===== config.mk =====
export PLATFORM = sky130hd
export DESIGN_NAME = rv32i_mem_arbiter_flat
export DESIGN_NICKNAME = d
export VERILOG_FILES = /design/src/rtl/rv32i_mem_arbiter_if.sv /design/src/rtl/rv32i_mem_arbiter.sv /design/src/flat_wrapper.sv
export SDC_FILE = /design/constraint.sdc
export NUM_CORES = 1
export LEC_CHECK = 0
export ABC_AREA = 0
export CAP_MARGIN = 40
export CORE_AREA = 2 2 151 153
export CTS_CLUSTER_SIZE = 40
export DETAILED_ROUTE_END_ITERATION = 7
export DIE_AREA = 0 0 153 155
export PLACE_DENSITY = 0.76
export SYNTH_ARGS = -nofsm -noshare
export SYNTH_HDL_FRONTEND = slang
export SYNTH_SLANG_ARGS = --single-unit
export TNS_END_PERCENT = 50

===== constraint.sdc =====
create_clock -name clk -period 1.8 [get_ports clk]
set_clock_uncertainty 0.1 [all_clocks]
set_input_delay 0.18 -clock clk [delete_from_list [all_inputs] [get_ports clk]]
set_output_delay 0.18 -clock clk [all_outputs]
set_load 0.05 [all_outputs]

===== src/rtl/rv32i_mem_arbiter_if.sv =====
// Core-port and memory-bus signal bundle for rv32i_mem_arbiter.
// The master modport is the arbiter's view; slave is the core/memory side.
interface rv32i_mem_arbiter_if #(
    parameter int ADDR_W = 32
);
    logic [ADDR_W-1:0] mem_i_addr;
    logic              mem_i_rstrb;
    logic [31:0]       mem_i_rdata;
    logic              mem_i_rbusy;

    logic [ADDR_W-1:0] mem_d_addr;
    logic [31:0]       mem_d_wdata;
    logic [3:0]        mem_d_wmask;
    logic              mem_d_wstrb;
    logic              mem_d_rstrb;
    logic [31:0]       mem_d_rdata;
    logic              mem_d_rbusy;
    logic              mem_d_wbusy;

    logic              bus_req;
    logic              bus_we;
    logic [ADDR_W-1:0] bus_addr;
    logic [31:0]       bus_wdata;
    logic [3:0]        bus_wmask;
    logic              bus_ready;
    logic [31:0]       bus_rdata;
    logic              bus_err;

    modport master (
        input  mem_i_addr, mem_i_rstrb,
        input  mem_d_addr, mem_d_wdata, mem_d_wmask, mem_d_wstrb, mem_d_rstrb,
        input  bus_ready, bus_rdata,
        output mem_i_rdata, mem_i_rbusy,
        output mem_d_rdata, mem_d_rbusy, mem_d_wbusy,
        output bus_req, bus_we, bus_addr, bus_wdata, bus_wmask, bus_err
    );

    modport slave (
        output mem_i_addr, mem_i_rstrb,
        output mem_d_addr, mem_d_wdata, mem_d_wmask, mem_d_wstrb, mem_d_rstrb,
        output bus_ready, bus_rdata,
        input  mem_i_rdata, mem_i_rbusy,
        input  mem_d_rdata, mem_d_rbusy, mem_d_wbusy,
        input  bus_req, bus_we, bus_addr, bus_wdata, bus_wmask, bus_err
    );
endinterface


===== src/rtl/rv32i_mem_arbiter.sv =====
// Merges the rv32i fetch and data ports onto one req/ready memory bus, data first.
// Optional transfer timeout enabled by defining RV32I_MEM_ARB_TIMEOUT_EN.
//
// state   | meaning
// S_IDLE  | no transfer on the bus, bus_req low
// S_IXFER | fetch slot owns the bus
// S_DXFER | data slot (load or store) owns the bus
module rv32i_mem_arbiter #(
    parameter int ADDR_W         = 32,
    parameter int TIMEOUT_CYCLES = 255
) (
    input  logic                clk,
    input  logic                rst_n,
    rv32i_mem_arbiter_if.master mif
);
    localparam logic [1:0] S_IDLE  = 2'd0;
    localparam logic [1:0] S_IXFER = 2'd1;
    localparam logic [1:0] S_DXFER = 2'd2;

    logic [1:0]        state_q, state_d;
    logic              pend_i_q, pend_i_d;
    logic [ADDR_W-1:0] i_addr_q, i_addr_d;
    logic              pend_d_q, pend_d_d;
    logic              d_we_q, d_we_d;
    logic [ADDR_W-1:0] d_addr_q, d_addr_d;
    logic [31:0]       d_wdata_q, d_wdata_d;
    logic [3:0]        d_wmask_q, d_wmask_d;
    logic [31:0]       i_rdata_q, i_rdata_d;
    logic [31:0]       d_rdata_q, d_rdata_d;
    logic              bus_req_q, bus_req_d;
    logic              bus_we_q, bus_we_d;
    logic [ADDR_W-1:0] bus_addr_q, bus_addr_d;
    logic [31:0]       bus_wdata_q, bus_wdata_d;
    logic [3:0]        bus_wmask_q, bus_wmask_d;
    logic              done;
    logic              in_xfer;

`ifdef RV32I_MEM_ARB_TIMEOUT_EN
    localparam int TMO_W = ($clog2(TIMEOUT_CYCLES + 1) > 8) ? $clog2(TIMEOUT_CYCLES + 1) : 8;
    logic [TMO_W-1:0] tmo_q, tmo_d;
    logic             err_q, err_d;
    logic             abort;
`endif

    always_comb begin
        state_d     = state_q;
        pend_i_d    = pend_i_q;
        i_addr_d    = i_addr_q;
        pend_d_d    = pend_d_q;
        d_we_d      = d_we_q;
        d_addr_d    = d_addr_q;
        d_wdata_d   = d_wdata_q;
        d_wmask_d   = d_wmask_q;
        i_rdata_d   = i_rdata_q;
        d_rdata_d   = d_rdata_q;
        bus_req_d   = bus_req_q;
        bus_we_d    = bus_we_q;
        bus_addr_d  = bus_addr_q;
        bus_wdata_d = bus_wdata_q;
        bus_wmask_d = bus_wmask_q;
        in_xfer     = (state_q == S_IXFER) || (state_q == S_DXFER);
        done        = in_xfer && mif.bus_ready;
`ifdef RV32I_MEM_ARB_TIMEOUT_EN
        tmo_d = tmo_q;
        err_d = err_q;
        abort = in_xfer && !mif.bus_ready && (tmo_q == TMO_W'(TIMEOUT_CYCLES - 1));
        if (in_xfer && !mif.bus_ready) tmo_d = tmo_q + 1'b1;
        if (abort) begin
            done  = 1'b1;
            err_d = 1'b1;
        end
`endif

        // Capture into the _d slot first so a fresh strobe can be issued on the same edge.
        if (mif.mem_i_rstrb && !pend_i_q) begin
            pend_i_d = 1'b1;
            i_addr_d = mif.mem_i_addr;
        end
        if ((mif.mem_d_wstrb || mif.mem_d_rstrb) && !pend_d_q) begin
            pend_d_d  = 1'b1;
            d_we_d    = mif.mem_d_wstrb;
            d_addr_d  = mif.mem_d_addr;
            d_wdata_d = mif.mem_d_wdata;
            d_wmask_d = mif.mem_d_wmask;
        end

        if (done) begin
            if (state_q == S_IXFER) begin
                pend_i_d  = 1'b0;
                i_rdata_d = mif.bus_ready ? mif.bus_rdata : 32'h0;
            end else begin
                pend_d_d = 1'b0;
                if (!d_we_q) d_rdata_d = mif.bus_ready ? mif.bus_rdata : 32'h0;
            end
        end

        if (state_q == S_IDLE || done) begin
            if (pend_d_d) begin
                state_d     = S_DXFER;
                bus_req_d   = 1'b1;
                bus_we_d    = d_we_d;
                bus_addr_d  = d_addr_d;
                bus_wdata_d = d_we_d ? d_wdata_d : 32'h0;
                bus_wmask_d = d_we_d ? d_wmask_d : 4'b0000;
            end else if (pend_i_d) begin
                state_d     = S_IXFER;
                bus_req_d   = 1'b1;
                bus_we_d    = 1'b0;
                bus_addr_d  = i_addr_d;
                bus_wdata_d = 32'h0;
                bus_wmask_d = 4'b0000;
            end else begin
                state_d   = S_IDLE;
                bus_req_d = 1'b0;
            end
`ifdef RV32I_MEM_ARB_TIMEOUT_EN
            tmo_d = '0;
`endif
        end
    end

    always_ff @(posedge clk or negedge rst_n) begin
        if (!rst_n) begin
            state_q     <= S_IDLE;
            pend_i_q    <= 1'b0;
            i_addr_q    <= '0;
            pend_d_q    <= 1'b0;
            d_we_q      <= 1'b0;
            d_addr_q    <= '0;
            d_wdata_q   <= 32'h0;
            d_wmask_q   <= 4'b0000;
            i_rdata_q   <= 32'h0;
            d_rdata_q   <= 32'h0;
            bus_req_q   <= 1'b0;
            bus_we_q    <= 1'b0;
            bus_addr_q  <= '0;
            bus_wdata_q <= 32'h0;
            bus_wmask_q <= 4'b0000;
`ifdef RV32I_MEM_ARB_TIMEOUT_EN
            tmo_q       <= '0;
            err_q       <= 1'b0;
`endif
        end else begin
            state_q     <= state_d;
            pend_i_q    <= pend_i_d;
            i_addr_q    <= i_addr_d;
            pend_d_q    <= pend_d_d;
            d_we_q      <= d_we_d;
            d_addr_q    <= d_addr_d;
            d_wdata_q   <= d_wdata_d;
            d_wmask_q   <= d_wmask_d;
            i_rdata_q   <= i_rdata_d;
            d_rdata_q   <= d_rdata_d;
            bus_req_q   <= bus_req_d;
            bus_we_q    <= bus_we_d;
            bus_addr_q  <= bus_addr_d;
            bus_wdata_q <= bus_wdata_d;
            bus_wmask_q <= bus_wmask_d;
`ifdef RV32I_MEM_ARB_TIMEOUT_EN
            tmo_q       <= tmo_d;
            err_q       <= err_d;
`endif
        end
    end

    // Busy flags are exactly the pending slots, so reset clears them without an edge.
    assign mif.mem_i_rbusy = pend_i_q;
    assign mif.mem_d_rbusy = pend_d_q & ~d_we_q;
    assign mif.mem_d_wbusy = pend_d_q & d_we_q;
    assign mif.mem_i_rdata = i_rdata_q;
    assign mif.mem_d_rdata = d_rdata_q;
    assign mif.bus_req     = bus_req_q;
    assign mif.bus_we      = bus_we_q;
    assign mif.bus_addr    = bus_addr_q;
    assign mif.bus_wdata   = bus_wdata_q;
    assign mif.bus_wmask   = bus_wmask_q;
`ifdef RV32I_MEM_ARB_TIMEOUT_EN
    assign mif.bus_err     = err_q;
`else
    assign mif.bus_err     = 1'b0;
`endif
endmodule


===== src/flat_wrapper.sv =====
// flat-port wrapper written by rule: the top's interface ports become plain ports
module rv32i_mem_arbiter_flat 
#(
    parameter int ADDR_W         = 32,
    parameter int TIMEOUT_CYCLES = 255
)
  (clk, rst_n, mif_mem_i_addr, mif_mem_i_rstrb, mif_mem_d_addr, mif_mem_d_wdata, mif_mem_d_wmask, mif_mem_d_wstrb, mif_mem_d_rstrb, mif_bus_ready, mif_bus_rdata, mif_mem_i_rdata, mif_mem_i_rbusy, mif_mem_d_rdata, mif_mem_d_rbusy, mif_mem_d_wbusy, mif_bus_req, mif_bus_we, mif_bus_addr, mif_bus_wdata, mif_bus_wmask, mif_bus_err);
  rv32i_mem_arbiter_if #(.ADDR_W(ADDR_W)) mif_i ();
  input  logic clk;
  input  logic rst_n;
  input wire logic [$bits(mif_i.mem_i_addr)-1:0] mif_mem_i_addr;
  input wire logic [$bits(mif_i.mem_i_rstrb)-1:0] mif_mem_i_rstrb;
  input wire logic [$bits(mif_i.mem_d_addr)-1:0] mif_mem_d_addr;
  input wire logic [$bits(mif_i.mem_d_wdata)-1:0] mif_mem_d_wdata;
  input wire logic [$bits(mif_i.mem_d_wmask)-1:0] mif_mem_d_wmask;
  input wire logic [$bits(mif_i.mem_d_wstrb)-1:0] mif_mem_d_wstrb;
  input wire logic [$bits(mif_i.mem_d_rstrb)-1:0] mif_mem_d_rstrb;
  input wire logic [$bits(mif_i.bus_ready)-1:0] mif_bus_ready;
  input wire logic [$bits(mif_i.bus_rdata)-1:0] mif_bus_rdata;
  output wire logic [$bits(mif_i.mem_i_rdata)-1:0] mif_mem_i_rdata;
  output wire logic [$bits(mif_i.mem_i_rbusy)-1:0] mif_mem_i_rbusy;
  output wire logic [$bits(mif_i.mem_d_rdata)-1:0] mif_mem_d_rdata;
  output wire logic [$bits(mif_i.mem_d_rbusy)-1:0] mif_mem_d_rbusy;
  output wire logic [$bits(mif_i.mem_d_wbusy)-1:0] mif_mem_d_wbusy;
  output wire logic [$bits(mif_i.bus_req)-1:0] mif_bus_req;
  output wire logic [$bits(mif_i.bus_we)-1:0] mif_bus_we;
  output wire logic [$bits(mif_i.bus_addr)-1:0] mif_bus_addr;
  output wire logic [$bits(mif_i.bus_wdata)-1:0] mif_bus_wdata;
  output wire logic [$bits(mif_i.bus_wmask)-1:0] mif_bus_wmask;
  output wire logic [$bits(mif_i.bus_err)-1:0] mif_bus_err;
  assign mif_i.mem_i_addr = mif_mem_i_addr;
  assign mif_i.mem_i_rstrb = mif_mem_i_rstrb;
  assign mif_i.mem_d_addr = mif_mem_d_addr;
  assign mif_i.mem_d_wdata = mif_mem_d_wdata;
  assign mif_i.mem_d_wmask = mif_mem_d_wmask;
  assign mif_i.mem_d_wstrb = mif_mem_d_wstrb;
  assign mif_i.mem_d_rstrb = mif_mem_d_rstrb;
  assign mif_i.bus_ready = mif_bus_ready;
  assign mif_i.bus_rdata = mif_bus_rdata;
  assign mif_mem_i_rdata = mif_i.mem_i_rdata;
  assign mif_mem_i_rbusy = mif_i.mem_i_rbusy;
  assign mif_mem_d_rdata = mif_i.mem_d_rdata;
  assign mif_mem_d_rbusy = mif_i.mem_d_rbusy;
  assign mif_mem_d_wbusy = mif_i.mem_d_wbusy;
  assign mif_bus_req = mif_i.bus_req;
  assign mif_bus_we = mif_i.bus_we;
  assign mif_bus_addr = mif_i.bus_addr;
  assign mif_bus_wdata = mif_i.bus_wdata;
  assign mif_bus_wmask = mif_i.bus_wmask;
  assign mif_bus_err = mif_i.bus_err;
  rv32i_mem_arbiter #(.ADDR_W(ADDR_W), .TIMEOUT_CYCLES(TIMEOUT_CYCLES)) u_core (.clk(clk), .rst_n(rst_n), .mif(mif_i));
endmodule

==> flow_summary.ini <==
[run_status]
violations = setup timing
outcome = complete, but fails checks

[critical_path]
end_kind = flip-flop
path_cells = inv_2 -> ha_4 -> and3b_2 -> o221ai_4 -> buf_12 -> buf_12 -> o32ai_4 -> a22oi_2
cp.required_ns = 2.12
rr_worst_depth = 8
cp_max_fo = 7
crit_path_start_kind = flip-flop
crit_arrival_ns = 2.32
path_class = reg2reg
slowest_stage = dfrtp_1
crit_top_cell = buf_12
slowest_delay_ns = 0.39

[sta]
finalCritPeriodShare_pct = 111
slew_headroom_pct = 60.4
max_freq_ghz = 0.502
hold_viol_final = 0
slew_viol_final = 0
rsz0062_at_grt = yes
holdWs_ns = 0.126
timing.final.ws_setup_ns = -0.193
worst_slew_pin_slew_ns = 0.594
finalSetupViolations = 101
tns_ns = -14.14
fin_crit_ns = 1.99

[layout]
fin_util_pct = 63.7
synthToLayoutAreaGrowth_pct = 52.3
drive_above_1_share_pct = 34.2
nNetsFinal = 1080
fill_cells = 1707
antenna_cells = 0

[drt]
detail_route.wl_per_cell_um = 20.0
ant_nets = 0
drt_iter0_markers = 185
vias_per_cell = 5.21
drc = 0
firstDrtPassIters = 4
routed_wl_um = 24900
vias = 6484

[clocking]
root_buffer = clkbuf_16
cts_tree = yes
clk_pin_slew_worst_paths_ns = 0.06
cts.sinks = 239
htree_levels = 1
clk_path_buf_depth = 3
clock_latency_ns = 0.51
numCtsBuffers = 26

[global_route]
grt_start_max_net_pins = 67
met3_usage_pct = 5.71
grt.busiest_layer = met2
grt_overflow = 0
grt_pass1_vias = 7084
gr-usage-all-layers_pct = 20.2
grt_pass1_wl_um = 38700
antenna_found_initial = 0
met2_usage_pct = 33.1
met1_usage_pct = 27.1

[placement]
port-buffer-count = 274
place.gp.congestion = 0.747
dp.final_hpwl_um = 16300
dp_slack_ns = -0.377

[power]
leakage_uw = 0.00644
ir_worst_vdd_mv = 1.27
power.density_mw_per_mm2 = 2200
finalPower_uw = 31200

[synth]
syn_nets = 756
syn_inst = 615
synth_seq_cells = 239
yosysWarnings = 0
yosysUniqueCellTypes = 35
syn_area_mm2 = 0.00930
syn_area_per_cell_um2 = 15.1
yosysSeqAreaShare_pct = 64.3

[floorplanning]
start_util_pct = 41.8
dieArea_mm2 = 0.0237
core_mm2 = 0.0222
rows = 55
die_x_um = 153
io_pins = 276
chipHeight_um = 155

[flow_run]
maxCapViolCount = 0

[worst_hold_path]
hp-class = in2async
[cells in the final DEF (no fill, tap or decap), drive strengths merged]
cell type | synthesis | routed
clkdlybuf4s50 | 0 | 136
o21ai | 4 | 4
conb | 1 | 1
clkinv | 0 | 4
buf | 27 | 140
nor2 | 3 | 3
a22oi | 31 | 31
a21o | 1 | 1
o32ai | 31 | 31
and2 | 1 | 1
ha | 3 | 3
a21oi | 2 | 2
a22o | 1 | 1
o221ai | 1 | 1
bufinv | 0 | 2
and3b | 1 | 1
nor2b | 1 | 1
a32o | 36 | 36
nand2b | 2 | 2
dlygate4sd2 | 0 | 63
dfrtp | 239 | 239
o21bai | 1 | 1
nand2 | 2 | 2
nor3b | 1 | 1
clkbuf | 20 | 44
o21a | 1 | 1
dlygate4sd3 | 0 | 1
a221o | 1 | 1
inv | 35 | 36
nand3 | 2 | 2
mux2 | 164 | 164
nor3 | 3 | 3
[cells in the mapped netlist]
| library cell | count | area, um^2 |
|---|---|---|
| dfrtp_1 | 239 | 5980 |
| mux2_1 | 82 | 923 |
| mux2_2 | 82 | 923 |
| a32o_1 | 36 | 360 |
| inv_1 | 35 | 131 |
| a22oi_1 | 31 | 233 |
| o32ai_1 | 31 | 272 |
| buf_2 | 20 | 100 |
| clkbuf_1 | 20 | 75.1 |
| buf_4 | 3 | 22.5 |
| ha_1 | 3 | 37.5 |
| o21ai_1 | 3 | 15.0 |
| a21oi_1 | 2 | 10.0 |
| buf_1 | 2 | 7.51 |
| buf_6 | 2 | 22.5 |
| nand2_1 | 2 | 7.51 |
| nand2b_1 | 2 | 12.5 |
| nand3_1 | 2 | 10.0 |
| nor2_1 | 2 | 7.51 |
| a21o_1 | 1 | 7.51 |
| a221o_1 | 1 | 10.0 |
| a22o_1 | 1 | 8.76 |
| and2_1 | 1 | 6.26 |
| and3b_1 | 1 | 8.76 |
| conb_1 | 1 | 3.75 |
| nor2_2 | 1 | 6.26 |
| nor2b_1 | 1 | 6.26 |
| nor3_1 | 1 | 5.00 |
| nor3_2 | 1 | 10.0 |
| nor3_4 | 1 | 16.3 |
| nor3b_1 | 1 | 7.51 |
| o21a_1 | 1 | 7.51 |
| o21ai_2 | 1 | 8.76 |
| o21bai_4 | 1 | 18.8 |
| o221ai_2 | 1 | 15.0 |
[per-layer routing]
| layer | routed length [um] | vias up |
|---|---|---|
| met4 | 363 | 0 |
| met1 | 10500 | 3303 |
| li1 | - | 2914 |
| met3 | 1990 | 29 |
| met5 | 0 | - |
| met2 | 12000 | 238 |
[final cells by class]
cell class / count / area (um^2) / share of cell area (%)
inverters: 35 / 131 / 0.928
clock buffers: 41 / 808 / 5.71
multi-input cells: 294 / 3350 / 23.6
flip-flops and latches: 239 / 5980 / 42.2
repair buffers: 343 / 3450 / 24.3
clock inverters: 7 / 88.8 / 0.627
well taps: 285 / 357 / 2.52
[critical path, delay by kind of cell (launching register included)]
family	cells	cell delay, ns
compound gates	3	0.47
fa+ha+maj	1	0.22
buf+inv	3	0.43
flops	1	0.39
simple gates	1	0.29
[where the power goes]
group	total [uW]	leakage, uW	internal (uW)	switching (uW)
sequential	9000	0.00287	7960	1040
combinational	16800	0.00312	6820	9930
clock	5450	0.000446	3360	2090
[cells by family (layout without fill, tap and decap cells)]
group,after synthesis,after routing,share of synthesized area [%]
AND/OR/NAND/NOR,16,16,1.12
multiplexers,164,164,19.9
buffers and inverters,82,426,3.86
AO/OA/AOI/OAI,110,110,10.4
flip-flops,239,239,64.3
adder cells (fa/ha/maj),3,3,0.404
other,1,1,0.0403
[sequential cells by signal, summed over array words and instances (netlist names)]
register / count
u_core.d_addr_q: 32
u_core.d_wdata_q: 32
u_core.i_addr_q: 32
u_core.mif.bus_addr: 32
u_core.mif.bus_wdata: 32
u_core.mif.mem_d_rdata: 32
u_core.mif.mem_i_rdata: 32
u_core.d_wmask_q: 4
u_core.mif.bus_wmask: 4
u_core.state_q: 2
u_core.d_we_q: 1
u_core.mif.bus_req: 1
u_core.mif.bus_we: 1
u_core.mif.mem_i_rbusy: 1
u_core.pend_d_q: 1
[final timing paths]
kind                       slack (ns)                              startpoint                                     end
hold / removal                   0.13                                   rst_n           u_core.d_wdata_q[9]$_DFF_PN0_
setup / recovery                -0.19           u_core.state_q[1]$_DFFE_PN0P_     u_core.mif.bus_addr[19]$_DFFE_PN0P_
min in group clk                 0.19                     mif_mem_d_wdata[30]          u_core.d_wdata_q[30]$_DFF_PN0_
hold reg to reg                  0.39  u_core.mif.mem_d_rdata[13]$_DFFE_PN0P_  u_core.mif.mem_d_rdata[13]$_DFFE_PN0P_
setup reg to reg                -0.19           u_core.state_q[1]$_DFFE_PN0P_     u_core.mif.bus_addr[19]$_DFFE_PN0P_
max in group asynchronous        0.88                                   rst_n  u_core.mif.mem_d_rdata[17]$_DFFE_PN0P_
[metrics by stage]
| stage | cell area, um^2 | cells |
|---|---|---|
| 2_1_floorplan | 9400 | 615 |
| 6_report | 14200 | 1244 |
| 5_1_grt | 14200 | 1244 |
| 3_5_place_dp | 12800 | 1184 |
| 4_1_cts | 13800 | 1241 |
| 3_3_place_gp | 12800 | 1184 |
[timing repair]
item	in CTS	in global routing
setup buffers	6	1
hold buffers	1	0
resized for setup	79	49
endpoints found under the hold margin	239	0
cloned	2	3
pin swaps	2	17
endpoints found under the setup margin	165	104
No activity file was read; power rests on OpenSTA's default activity.
